===== config.mk =====
export PLATFORM = sky130hd
export DESIGN_NAME = seq_sreg_nb_seq
export DESIGN_NICKNAME = d
export VERILOG_FILES = /design/src/rtl/seq_sreg_nb_seq.sv
export SDC_FILE = /design/constraint.sdc
export NUM_CORES = 1
export LEC_CHECK = 0
export CORE_UTILIZATION = 51
export CTS_CLUSTER_SIZE = 16
export DETAILED_ROUTE_END_ITERATION = 6
export PLACE_DENSITY = 0.9
export SLEW_MARGIN = 20
export SYNTH_ARGS = -nofsm -noshare
export SYNTH_HDL_FRONTEND = slang
export SYNTH_SLANG_ARGS = --single-unit
export TNS_END_PERCENT = 10

===== constraint.sdc =====
create_clock -name clk -period 2.9 [get_ports clk]
set_input_delay 0.58 -clock clk [delete_from_list [all_inputs] [get_ports clk]]
set_output_delay 0.58 -clock clk [all_outputs]
set_load 0.01 [all_outputs]

===== src/rtl/seq_sreg_nb_seq.sv =====
// Sequenced shift/rotate register: parallel load plus a 1..WIDTH step shift engine
// with a busy/done handshake for a controlling FSM.
//
// state  | meaning
// S_IDLE | waiting for ld or start; pout/sout hold
// S_RUN  | applying one step per clock until the counter expires
module seq_sreg_nb_seq #(
    parameter int WIDTH = 8,
    parameter int AW    = $clog2(WIDTH) + 1
) (
    input  logic             clk,
    input  logic             reset_n,
    input  logic             ld,
    input  logic [WIDTH-1:0] pin,
    input  logic             start,
    input  logic [2:0]       op,
    input  logic [AW-1:0]    amt,
    input  logic             sin,
    output logic [WIDTH-1:0] pout,
    output logic             sout,
    output logic             busy,
    output logic             done
);

    typedef enum logic {
        S_IDLE = 1'b0,
        S_RUN  = 1'b1
    } state_t;

    localparam logic [AW-1:0] AMT_MAX = AW'(WIDTH);
    localparam logic [AW-1:0] ONE     = AW'(1);

    state_t           state_q, state_d;
    logic [AW-1:0]    cnt_q, cnt_d;
    logic [2:0]       op_q, op_d;
    logic [WIDTH-1:0] r_q, r_d;
    logic             sout_q, sout_d;
    logic             done_q, done_d;

    logic [AW-1:0]    amt_clamped;
    logic [WIDTH-1:0] step_r;
    logic             step_so;

    assign amt_clamped = (amt > AMT_MAX) ? AMT_MAX : amt;

    // One single-bit step of the latched mode; the reserved code holds everything.
    always_comb begin
        step_r  = r_q;
        step_so = sout_q;
        case (op_q)
            3'b000: begin step_r = {r_q[WIDTH-2:0], 1'b0};       step_so = r_q[WIDTH-1]; end
            3'b001: begin step_r = {1'b0, r_q[WIDTH-1:1]};       step_so = r_q[0];       end
            3'b010: begin step_r = {r_q[WIDTH-1], r_q[WIDTH-1:1]}; step_so = r_q[0];     end
            3'b011: begin step_r = {r_q[WIDTH-2:0], r_q[WIDTH-1]}; step_so = r_q[WIDTH-1]; end
            3'b100: begin step_r = {r_q[0], r_q[WIDTH-1:1]};     step_so = r_q[0];       end
            3'b101: begin step_r = {r_q[WIDTH-2:0], sin};        step_so = r_q[WIDTH-1]; end
            3'b110: begin step_r = {sin, r_q[WIDTH-1:1]};        step_so = r_q[0];       end
            default: begin step_r = r_q;                         step_so = sout_q;       end
        endcase
    end

    always_comb begin
        state_d = state_q;
        cnt_d   = cnt_q;
        op_d    = op_q;
        r_d     = r_q;
        sout_d  = sout_q;
        done_d  = 1'b0;

        if (ld) begin
            // Load aborts any running sequence silently; sout keeps its last value.
            r_d     = pin;
            state_d = S_IDLE;
            cnt_d   = '0;
        end else if (state_q == S_IDLE) begin
            if (start) begin
                if (amt_clamped == '0) begin
                    done_d = 1'b1;
                end else begin
                    op_d    = op;
                    cnt_d   = amt_clamped;
                    state_d = S_RUN;
                end
            end
        end else begin
            r_d    = step_r;
            sout_d = step_so;
            cnt_d  = cnt_q - ONE;
            if (cnt_q == ONE) begin
                state_d = S_IDLE;
                done_d  = 1'b1;
            end
        end
    end

    always_ff @(posedge clk or negedge reset_n) begin
        if (!reset_n) begin
            state_q <= S_IDLE;
            cnt_q   <= '0;
            op_q    <= '0;
            r_q     <= '0;
            sout_q  <= 1'b0;
            done_q  <= 1'b0;
        end else begin
            state_q <= state_d;
            cnt_q   <= cnt_d;
            op_q    <= op_d;
            r_q     <= r_d;
            sout_q  <= sout_d;
            done_q  <= done_d;
        end
    end

    assign pout = r_q;
    assign sout = sout_q;
    assign busy = (state_q == S_RUN);
    assign done = done_q;

endmodule


Word level (Yosys, flattened, before mapping)
Index checks and enable logic that the tools add are counted.
{"block": "totals", "ff_bits": 18, "latch_bits": 0, "ramBits": 0, "rom_bits": 0, "in_bits": 20, "out_inout_bits": 11, "wordCells": 54, "memories": 0}
{"block": "classes", "n_addsub": 1, "mul": 0, "div": 0, "n_lt_le_gt_ge": 1, "n_eq_ne": 9, "n_shift": 0, "muxes": 19, "bitwise_logic": 3, "n_reduce_logical": 14}
{"cell": "8-bit one-hot mux with 7 select lines", "n": 1}
{"cell": "4-bit 2-to-1 mux", "n": 5}
{"cell": "8-bit 2-to-1 mux", "n": 2}
{"cell": "1-bit 2-to-1 mux", "n": 10}
{"cell": "3-bit equality test, second input constant", "n": 3}
{"cell": "8-bit nonzero test", "n": 1}
{"cell": "7-bit nonzero test", "n": 1}
{"cell": "3-bit by 2-bit equality test with 1-bit output, second input constant", "n": 2}
{"cell": "3-bit AND reduction", "n": 2}
{"cell": "4-bit by 1-bit equality test with 1-bit output, second input constant", "n": 1}
{"cell": "4-bit greater-than comparator, second input constant", "n": 1}
{"cell": "4-bit logical NOT", "n": 1}
{"cell": "2-bit AND reduction", "n": 2}
{"cell": "4-bit AND reduction", "n": 1}
{"cell": "2-bit nonzero test", "n": 2}
{"cell": "4-bit OR reduction", "n": 1}
{"cell": "4-bit by 1-bit subtractor with 4-bit output, second input constant", "n": 1}
{"cell": "3-bit by 1-bit equality test with 1-bit output, second input constant", "n": 1}
{"cell": "3-bit logical NOT", "n": 1}
{"cell": "3-bit != test, second input constant", "n": 1}
{"cell": "1-bit inverter", "n": 3}
{"cell": "3-bit nonzero test", "n": 1}
{"cell": "3-bit OR reduction", "n": 1}
{"cell": "2-bit != test, second input constant", "n": 1}
{"cell": "1-bit one-hot mux with 2 select lines", "n": 1}

Depth between registers and ports, before layout
Gate-level depths: netlist of run 1.
{"block": "depth", "depth_word": 7, "depth_mapped": 5, "depth_no_buf": 5}

Worst setup path after synthesis of run 1
OpenSTA, ideal clock, no wires.
{"block": "synth_timing", "path_type": "input to register", "startpoint": "in amt[2]", "endpoint": "reg op_q[0]", "setup_ns": 0.125, "arrival_time_ns": 1.599, "t_required_ns": 2.775, "setup_slack_ns": 1.176, "cell_stages": 4, "n_path_buf": 0, "cell_sequence": "or3_4 -> o21ai_4 -> or3_4 -> mux2_4"}
{"block": "synth_between", "elab_chain_cells": 5}
{"element": "start, declared", "line": "17", "text": "input logic [AW-1:0] amt,"}
{"element": "4-bit greater-than comparator", "line": "44", "text": "assign amt_clamped = (amt > AMT_MAX) ? AMT_MAX : amt;"}
{"element": "4-bit 2-to-1 mux (*)", "line": "44"}
{"element": "4-bit logical NOT (*)", "line": "77", "text": "if (amt_clamped == '0) begin"}
{"element": "1-bit inverter (no source line) (*)"}
{"element": "4-bit AND reduction (no source line) (*)"}
{"element": "end signal, assigned", "line": "107", "text": "op_q <= op_d;"}
{"element": "end, declared", "line": "35", "text": "logic [2:0] op_q, op_d;"}
Mark *: on every way between the ends. The rest lies on a longest branch, timed or not.
A chain may end at the register's enable or synchronous reset.

Worst setup path after layout of run 1
{"block": "layout_timing", "startpoint": "reg state_q (netlist: busy)", "endpoint": "out busy"}
{"element": "start, declared", "line": "33", "text": "state_t state_q, state_d;"}
{"element": "start signal, assigned", "line": "105", "text": "state_q <= state_d;"}
{"element": "end, declared", "line": "21", "text": "output logic busy,"}
No word-level cell between the ends.

==> results of run 1 <==
sequential cells by signal, indices dropped and copies added, names as in the netlist:
name   count
busy       1
cnt_q      4
done       1
op_q       3
pout       8
sout       1
metal layers:
metal	vias up	track usage, %
met5	-	0
met4	0	4.412
met3	12	4.050
met2	60	48.63
met1	477	31.87
li1	478	-
worst max path at each step:
stage	startpoint	endpoint	slack, ps	cells after the start
6_report	busy$_DFF_PN0_	busy	740	1
5_1_grt	busy$_DFF_PN0_	busy	660	1
4_1_cts	busy$_DFF_PN0_	busy	750	1
3_5_place_dp	amt[1]	op_q[2]$_DFFE_PN0P_	670	5
3_3_place_gp	amt[2]	op_q[0]$_DFFE_PN0P_	710	5
2_1_floorplan	amt[2]	op_q[0]$_DFFE_PN0P_	1180	4
synthesized netlist by cell type, types with 2 or more instances:
| library cell | count |
|---|---|
| a211oi_1 | 5 |
| a21oi_1 | 3 |
| a221oi_1 | 4 |
| a22oi_1 | 5 |
| buf_2 | 2 |
| buf_4 | 2 |
| dfrtp_1 | 18 |
| ha_1 | 2 |
| inv_1 | 7 |
| inv_2 | 2 |
| mux2_4 | 3 |
| mux2i_1 | 7 |
| nand2_1 | 8 |
| nand2b_1 | 2 |
| nand3b_1 | 2 |
| nor2_1 | 3 |
| nor2b_1 | 2 |
| nor3_1 | 2 |
| o21ai_1 | 7 |
| o22ai_1 | 2 |
| or3_4 | 2 |
| xnor2_1 | 2 |
cells in the final DEF (no fill, tap or decap), types with 3 or more instances in the layout:
cell type | Yosys | routed
a21oi_1 | 3 | 3
a221oi_1 | 4 | 4
o21ai_1 | 7 | 7
nand2_1 | 8 | 8
mux2i_1 | 7 | 7
clkbuf_4 | 0 | 3
clkdlybuf4s50_1 | 0 | 30
a22oi_1 | 5 | 5
nor2_1 | 3 | 3
inv_1 | 7 | 7
mux2_4 | 3 | 3
dfrtp_1 | 18 | 18
a211oi_1 | 5 | 5
cell type report:
type                            instances  area [um2]
Inverter                                9       33.78
Multi-Input combinational cell         80       620.6
Sequential cell                        18       450.4
Tap cell                               27       33.78
Fill cell                             148       539.3
Timing Repair Buffer                   31       307.8
Clock buffer                            4       36.28
power by group through the flow:
stage	Sequential, mW	Combinational [mW]	Clock, mW
after floorplan	0.341	0.221	0
after global placement	0.364	0.305	0
after detailed placement	0.366	0.317	0
after CTS	0.362	0.319	0.159
after global routing	0.372	0.350	0.174
final	0.363	0.320	0.159
cell families after synthesis:
| logic type | count (synthesis) | synth area share (%) |
|---|---|---|
| multiplexers | 10 | 10.15 |
| buffers and inverters | 14 | 5.519 |
| AND/OR/NAND/NOR | 27 | 14.02 |
| flip-flops | 18 | 39.73 |
| XOR/XNOR | 3 | 3.974 |
| adder cells (fa/ha/maj) | 2 | 2.207 |
| AO/OA/AOI/OAI | 38 | 24.39 |
per-stage QoR:
step | power [mW] | setup slack [ps] | hold WS [ps] | instance area [um2] | utilization, %
final | 0.8424 | 743.0 | 490.9 | 1483 | 73.33
after global routing | 0.8967 | 661.3 | 555.2 | 1483 | 73.33
after CTS | 0.8396 | 746.6 | 499.2 | 1483 | 73.33
after detailed placement | 0.6828 | 669.9 | 474.5 | 1446 | 71.53
after global placement | 0.6688 | 713.7 | 465.5 | 1446 | 71.53
after floorplan | 0.5628 | 1176 | 284.4 | 1134 | -
==> qor.csv, run 1 <==
metric,value,unit
status,"complete, no violations",
Rows,16,
number of hold buffers added after cts,0,
worst clock skew,7.126,ps
number of routed nets with antenna violations,0,
Clock transition at path regs,110,ps
post-route clock period utilization,74.38,%
number of global-route vias before repair,1000,
drt drc,0,
hold depth,2,
Post-synth EDFFs,0,
clk sinks,18,
post-synth top area cell,dfrtp_1,
"Setup Fix Bufs, Post-CTS",0,
Initial Util,56.06,%
M1 WL,1.053,mm
aggregate global routing overflow,0,
maximum VDD drop,0.4208,mV
CTS resizes,0,
min-delay worst type,reg -> reg,
Detailed Place HPWL,2.030,mm
crit path buf inv count,1,
Async SR Flop Fraction,100.0,%
DP Cell Count,165,
Syn Nets,134,
Synth area leaders,"dfrtp_1, mux2i_1, mux2_4",
pin count of the biggest net entering global routing,19,
clk_lat worst skew,300,ps
hold path start,sout$_DFFE_PN0P_,
initial antenna violation count,0,
drt pass-1 iters,4,
core area,2022,um2
Max Clk Rate,0.4636,GHz
CP Capture Type,primary output,
layout cell share with drive strength beyond 1,11.97,%
num ports,31,
Port Buffers,30,
fin nets,165,
CP max stage cell,dfrtp_1,
Crit Path Max Fanout,15,
Synth Flop Type,dfrtp_1,
gpl congestion,0.9172,
Slew headroom,45.39,%
kind of cell adding the most delay to the critical path,flip-flops,
CTS tree,yes,
Switching Fraction,35.04,%
CTS Buf Count,3,
Setup TNS,0,ps
"Cell Area, Synth",1134,um2
flop2flop setup slack,1340,ps
Worst EP arrival,1580,ps
sequential-to-total area share from yosys stat,39.74,%
setup repair after global routing missed its margin,false,
via count,1027,
Crit path largest cell delay,650,ps
Overall Global Routing Usage,26.21,%
Pleak,0.6199,nW
Worst Path Required,2320,ps
final hold violations,0,
Final min period,2157,ps
reg2reg path depth,4,
WL final,2.722,mm
share of power burned in registers,43.1,%
Cell variety after synth,42,
Routed met3 length,193,um
first-pass GRT wire length,4.795,mm
synthesized area per cell,10.12,um2
hold worst-path end,sout$_DFFE_PN0P_,
maxcap violations,0,
Ys Warns,0,
DR top layer,met4,
Synth Instances,112,
CTS Buffer Depth,2,
Int Pwr,0.5472,mW
die width,49.15,um
Comb power frac,38.0,%
n_diodes,0,
post-detailed-route via-to-cell ratio,6.077,
Die Y,49.15,um
P&R area growth vs syn,30.79,%
wire per inst,16.11,um
pwr dens,568.1,nW/um2
die footprint,2415,um2
CTS Root Cell,clkbuf_4,
CP cell instances,clkdlybuf4s50_1,
Clock power frac,18.8,%
start-to-end type of the worst setup path,reg -> out,
P_sw,0.2951,mW
final setup fails,0,
Crit Reg-Reg Startpoint,op_q[0]$_DFFE_PN0P_,
htree depth,1,
CP Launch Type,register,
met2 wire length,1.405,mm
worst r2r dst,pout[0]$_DFFE_PN0P_,
Iter 0 DRT Violations,39,
Worst Tran Pin Value,816.5,ps
max-slew violation count,0,
Final Non-Filler Cells,169,
"flops & latches, synth",18,
top cell type's share of synthesized area,39.74,%
(Power assumes the default switching activity.)
==> run 2: changes to the inputs <==
Settings changed: CORE_UTILIZATION 51 to 47, PLACE_DENSITY 0.9 to 0.84.
Clock period 2.9 ns to 2 ns, I/O delays scaled along.
==> run 2 against run 1 <==
Global-route usage decreased by 3.6 points. Largest cell class unchanged. Sequential power increased by 45%. Non-clock buffer count increased by 4. Power increased by 45%. Die area increased by 8.2%. Utilization decreased by 5.5 points. Critical path depth unchanged. Clock-buffer cell count unchanged.
==> qor.csv, run 2 (synthesis results as in run 1) <==
metric,value,unit,change
Die Y,51.11,um,was 49.15 um
clk sinks,18,,unchanged
Final Non-Filler Cells,174,,was 169
drt pass-1 iters,4,,unchanged
drt drc,0,,unchanged
min-delay worst type,in -> async,,was reg -> reg
"Setup Fix Bufs, Post-CTS",0,,unchanged
CTS Buf Count,3,,unchanged
crit path buf inv count,1,,unchanged
CTS tree,yes,,unchanged
via count,1010,,was 1027
aggregate global routing overflow,0,,unchanged
share of power burned in registers,43.0,%,was 43.1%
Worst Path Required,1600,ps,was 2320 ps
DP Worst Slack,20.59,ps,was 669.9 ps
Switching Fraction,34.45,%,was 35.04%
CTS Root Cell,clkbuf_4,,unchanged
Final min period,1828,ps,
maxcap violations,0,,unchanged
Clock power frac,18.6,%,was 18.8%
"commonest non-fill, non-tap cell in the layout",clkdlybuf4s50_1,,unchanged
core area,2233,um2,was 2022 um2
Slew headroom,69.31,%,was 45.39%
Worst Tran Pin Value,460.4,ps,was 816.5 ps
worst clock skew,4.699,ps,was 7.126 ps
P&R area growth vs syn,33.55,%,was 30.79%
Clock transition at path regs,110,ps,about the same
number of routed nets with antenna violations,0,,unchanged
htree depth,1,,unchanged
CP max stage cell,clkdlybuf4s50_1,,was dfrtp_1
slack of the critical path,171.9,ps,was 743.0 ps
Port Buffers,30,,unchanged
FF/Latch Area,450.4,um2,unchanged
M1 WL,1.167,mm,was 1.053 mm
post-route clock period utilization,91.40,%,
Int Pwr,0.7994,mW,was 0.5472 mW
Crit path largest cell delay,600,ps,was 650 ps
CP Capture Type,primary output,,unchanged
CTS Buffer Depth,2,,unchanged
most frequent cells in the layout,"clkdlybuf4s50_1, dfrtp_1, nand2_1",,unchanged
Largest register FFs,8,,unchanged
DR top layer,met4,,unchanged
CP Launch Type,register,,unchanged
status,"complete, no violations",,unchanged
layout cell share with drive strength beyond 1,14.38,%,was 11.97%
Pleak,0.6393,nW,was 0.6199 nW
clk_lat worst skew,300,ps,about the same
Overall Global Routing Usage,22.62,%,was 26.21%
first-pass GRT wire length,4.360,mm,was 4.795 mm
wire per inst,15.01,um,was 16.11 um
final hold violations,0,,unchanged
pwr dens,805.5,nW/um2,was 568.1 nW/um2
Max Clk Rate,0.5470,GHz,
Detailed Place HPWL,2.034,mm,was 2.030 mm
met2 wire length,1.258,mm,was 1.405 mm
P_sw,0.4201,mW,was 0.2951 mW
Routed met3 length,107,um,was 193 um
gpl congestion,0.9254,,was 0.9172
area of the multi-input gates,620.6,um2,unchanged
DP Cell Count,170,,was 165
Initial Util,50.76,%,was 56.06%
Crit Path Max Fanout,10,,was 15
max-slew violation count,0,,unchanged
CTS resizes,0,,unchanged
Worst EP arrival,1430,ps,was 1580 ps
Setup TNS,0,ps,unchanged
number of global-route vias before repair,937,,was 1000
initial antenna violation count,0,,unchanged
Iter 0 DRT Violations,24,,was 39
number of hold buffers added after cts,0,,unchanged
fillers,169,,was 148
n_diodes,0,,unchanged
Rows,17,,was 16
kind of cell adding the most delay to the critical path,buffers and inverters,,was flip-flops
maximum VDD drop,0.4610,mV,was 0.4208 mV
CP cell instances,clkdlybuf4s50_1,,unchanged
post-detailed-route via-to-cell ratio,5.805,,was 6.077
Final Util,67.79,%,was 73.33%
start-to-end type of the worst setup path,reg -> out,,unchanged
pin count of the biggest net entering global routing,19,,unchanged
Comb power frac,38.4,%,was 38.0%
setup repair after global routing missed its margin,false,,unchanged
num ports,31,,unchanged
die footprint,2612,um2,was 2415 um2
die width,51.11,um,was 49.15 um
fin nets,169,,was 165
final setup fails,0,,unchanged
WL final,2.611,mm,was 2.722 mm
-- run 2: worst paths after layout --
check,start,to,slack [ps],cells past startpoint
setup / recovery,busy$_DFF_PN0_,busy,170,1
hold / removal,reset_n,sout$_DFFE_PN0P_,420,2
max in group asynchronous,reset_n,pout[3]$_DFFE_PN0P_,1380,2
hold reg to reg,sout$_DFFE_PN0P_,sout$_DFFE_PN0P_,530,2
min in group clk,sout$_DFFE_PN0P_,sout$_DFFE_PN0P_,530,2
setup reg to reg,op_q[0]$_DFFE_PN0P_,pout[0]$_DFFE_PN0P_,460,4
-- run 2: cell type report --
class,instances,area share (%)
clock buffers,4,2.397
inverters,9,2.231
multi-input cells,80,40.99
flip-flops and latches,18,29.75
well taps,28,2.314
repair buffers,35,22.31
-- run 2: per-layer routing --
metal / vias up / GRT usage [%]
met1: 482 / 29.55
met5: - / 0
met3: 8 / 3.571
li1: 486 / -
met2: 34 / 35.96
met4: 0 / 11.57
-- run 2: metrics by stage --
step	power, mW	area (um2)	hold slack [ps]
after global routing	1.292	1514	447.9
after detailed placement	0.9992	1478	514.3
after CTS	1.225	1514	427.3
after global placement	0.9779	1478	467.2
final	1.220	1514	420.2
after floorplan	0.8160	1134	104.4
-- run 2: power groups by stage --
stage                     registers, mW  logic [mW]  clock network (mW)
after floorplan                   0.495       0.321                   0
after global placement            0.525       0.453                   0
after detailed placement          0.531       0.469                   0
after CTS                         0.523       0.471               0.232
after global routing              0.536       0.508               0.248
final                             0.525       0.468               0.227
==> run 3: changes to the inputs <==
--- a/config.mk
+++ b/config.mk
@@ -7,5 +7,6 @@
 export LEC_CHECK = 0
 export CORE_UTILIZATION = 47
-export CTS_CLUSTER_SIZE = 16
+export CTS_CLUSTER_DIAMETER = 150
+export CTS_CLUSTER_SIZE = 40
 export DETAILED_ROUTE_END_ITERATION = 6
 export PLACE_DENSITY = 0.84
==> constraint.sdc (replaced) <==
create_clock -name clk -period 2 [get_ports clk]
set_input_delay 0.4 -clock clk [delete_from_list [all_inputs] [get_ports clk]]
set_output_delay 0.4 -clock clk [all_outputs]
set_load 0.02 [all_outputs]
==> run 3 against run 2 <==
Clock skew is essentially flat. Critical endpoint unchanged. Die area is the same. Largest power group unchanged. Non-clock buffer count is the same. Critical path type unchanged. Routed wire length grew 1.0%. Via count is 2.5% higher.
==> qor.csv, run 3 (synthesis results as in run 1) <==
metric,value,unit,change
die footprint,2612,um2,unchanged
CTS Buf Count,3,,unchanged
Final Non-Filler Cells,174,,unchanged
Max Clk Rate,0.5393,GHz,was 0.5470 GHz
core area,2233,um2,unchanged
layout cell share with drive strength beyond 1,14.38,%,unchanged
P_sw,0.4484,mW,was 0.4201 mW
pwr dens,824.3,nW/um2,was 805.5 nW/um2
number of routed nets with antenna violations,0,,unchanged
CTS Root Cell,clkbuf_4,,unchanged
maximum VDD drop,0.4847,mV,was 0.4610 mV
Comb power frac,39.9,%,was 38.4%
via count,1035,,was 1010
CP max stage cell,clkdlybuf4s50_1,,unchanged
fin nets,169,,unchanged
dpl cell area,1478,um2,unchanged
P&R area growth vs syn,33.55,%,unchanged
WL final,2.637,mm,was 2.611 mm
slack of the critical path,145.9,ps,was 171.9 ps
clk_lat worst skew,290,ps,was 300 ps
crit path buf inv count,1,,unchanged
drt pass-1 iters,4,,unchanged
post-route clock period utilization,92.70,%,was 91.40%
min-delay worst type,in -> async,,unchanged
htree depth,1,,unchanged
share of power burned in registers,42.0,%,was 43.0%
Worst Tran Pin Value,453.5,ps,was 460.4 ps
Clock power frac,18.1,%,was 18.6%
start-to-end type of the worst setup path,reg -> out,,unchanged
Crit Path Max Fanout,9,,was 10
Crit Reg-Reg Startpoint,op_q[0]$_DFFE_PN0P_,,unchanged
Pleak,0.6393,nW,unchanged
pin count of the biggest net entering global routing,19,,unchanged
Port Buffers,30,,unchanged
Setup TNS,0,ps,unchanged
CTS tree,yes,,unchanged
initial antenna violation count,0,,unchanged
Int Pwr,0.7996,mW,was 0.7994 mW
Overall Global Routing Usage,22.12,%,was 22.62%
number of global-route vias before repair,967,,was 937
wire per inst,15.16,um,was 15.01 um
CP cell instances,clkdlybuf4s50_1,,unchanged
Die Y,51.11,um,unchanged
post-detailed-route via-to-cell ratio,5.948,,was 5.805
Iter 0 DRT Violations,31,,was 24
Clock transition at path regs,110,ps,about the same
Worst EP arrival,1450,ps,was 1430 ps
Initial Util,50.76,%,unchanged
DP Worst Slack,27.88,ps,was 20.59 ps
final hold violations,0,,unchanged
Final Util,67.79,%,unchanged
Final Cell Area,1514,um2,unchanged
CTS resizes,0,,unchanged
kind of cell adding the most delay to the critical path,buffers and inverters,,unchanged
Final min period,1854,ps,was 1828 ps
n_diodes,0,,unchanged
most frequent cells in the layout,"clkdlybuf4s50_1, dfrtp_1, nand2_1",,unchanged
Largest register FFs,8,,unchanged
num ports,31,,unchanged
die width,51.11,um,unchanged
setup repair after global routing missed its margin,false,,unchanged
DP Cell Count,170,,unchanged
Slew headroom,69.77,%,was 69.31%
Worst Path Required,1600,ps,about the same
worst clock skew,4.594,ps,was 4.699 ps
Tot Pwr,1.248,mW,was 1.220 mW
final setup fails,0,,unchanged
max-slew violation count,0,,unchanged
reg2reg path depth,4,,unchanged
drt drc,0,,unchanged
worst hold slack,425.1,ps,was 420.2 ps
Rows,17,,unchanged
CP Launch Type,register,,unchanged
first-pass GRT wire length,4.402,mm,was 4.360 mm
CP Capture Type,primary output,,unchanged
number of hold buffers added after cts,0,,unchanged
aggregate global routing overflow,0,,unchanged
clk sinks,18,,unchanged
Crit path largest cell delay,660,ps,was 600 ps
CTS Buffer Depth,2,,unchanged
Detailed Place HPWL,2.039,mm,was 2.034 mm
worst r2r dst,pout[0]$_DFFE_PN0P_,,unchanged
flop2flop setup slack,460,ps,about the same
Switching Fraction,35.93,%,was 34.45%
"Setup Fix Bufs, Post-CTS",0,,unchanged
status,"complete, no violations",,unchanged
gpl congestion,0.9450,,was 0.9254
maxcap violations,0,,unchanged
"commonest non-fill, non-tap cell in the layout",clkdlybuf4s50_1,,unchanged
[run 3: cell counts in the layout (fill, tap and decap cells not counted)]
No cell type changed its count.
[run 3: power by group through the flow]
| stage | logic [mW] | registers (mW) | clock network, mW |
|---|---|---|---|
| after CTS | 0.499 | 0.522 | 0.226 |
| final | 0.498 | 0.524 | 0.226 |
| after detailed placement | 0.496 | 0.529 | 0 |
| after floorplan | 0.321 | 0.524 | 0 |
| after global routing | 0.538 | 0.536 | 0.240 |
| after global placement | 0.483 | 0.524 | 0 |
[run 3: final cells by class]
cell class,instances,area [um2]
fill,177,719.4
multi-input combinational,80,620.6
sequential,18,450.4
timing repair buffer,35,337.8
clock buffer,4,36.28
tap,28,35.03
inverter,9,33.78
[run 3: metal layers]
layer | vias up | GRT usage (%) | routed length [um]
met3 | 4 | 2.976 | 176
met5 | - | 0 | 0
met4 | 0 | 5.556 | 46
li1 | 488 | - | -
met2 | 49 | 38.60 | 1309
met1 | 494 | 28.57 | 1104
[run 3: worst max-delay path by stage]
stage	end	from	slack, ps	depth (start not counted)
detailed placement	op_q[0]$_DFFE_PN0P_	amt[2]	30	5
global route	busy	busy$_DFF_PN0_	90	1
CTS	busy	busy$_DFF_PN0_	140	1
floorplan	op_q[0]$_DFFE_PN0P_	amt[2]	460	4
global placement	op_q[1]$_DFFE_PN0P_	amt[2]	70	5
finish	busy	busy$_DFF_PN0_	150	1
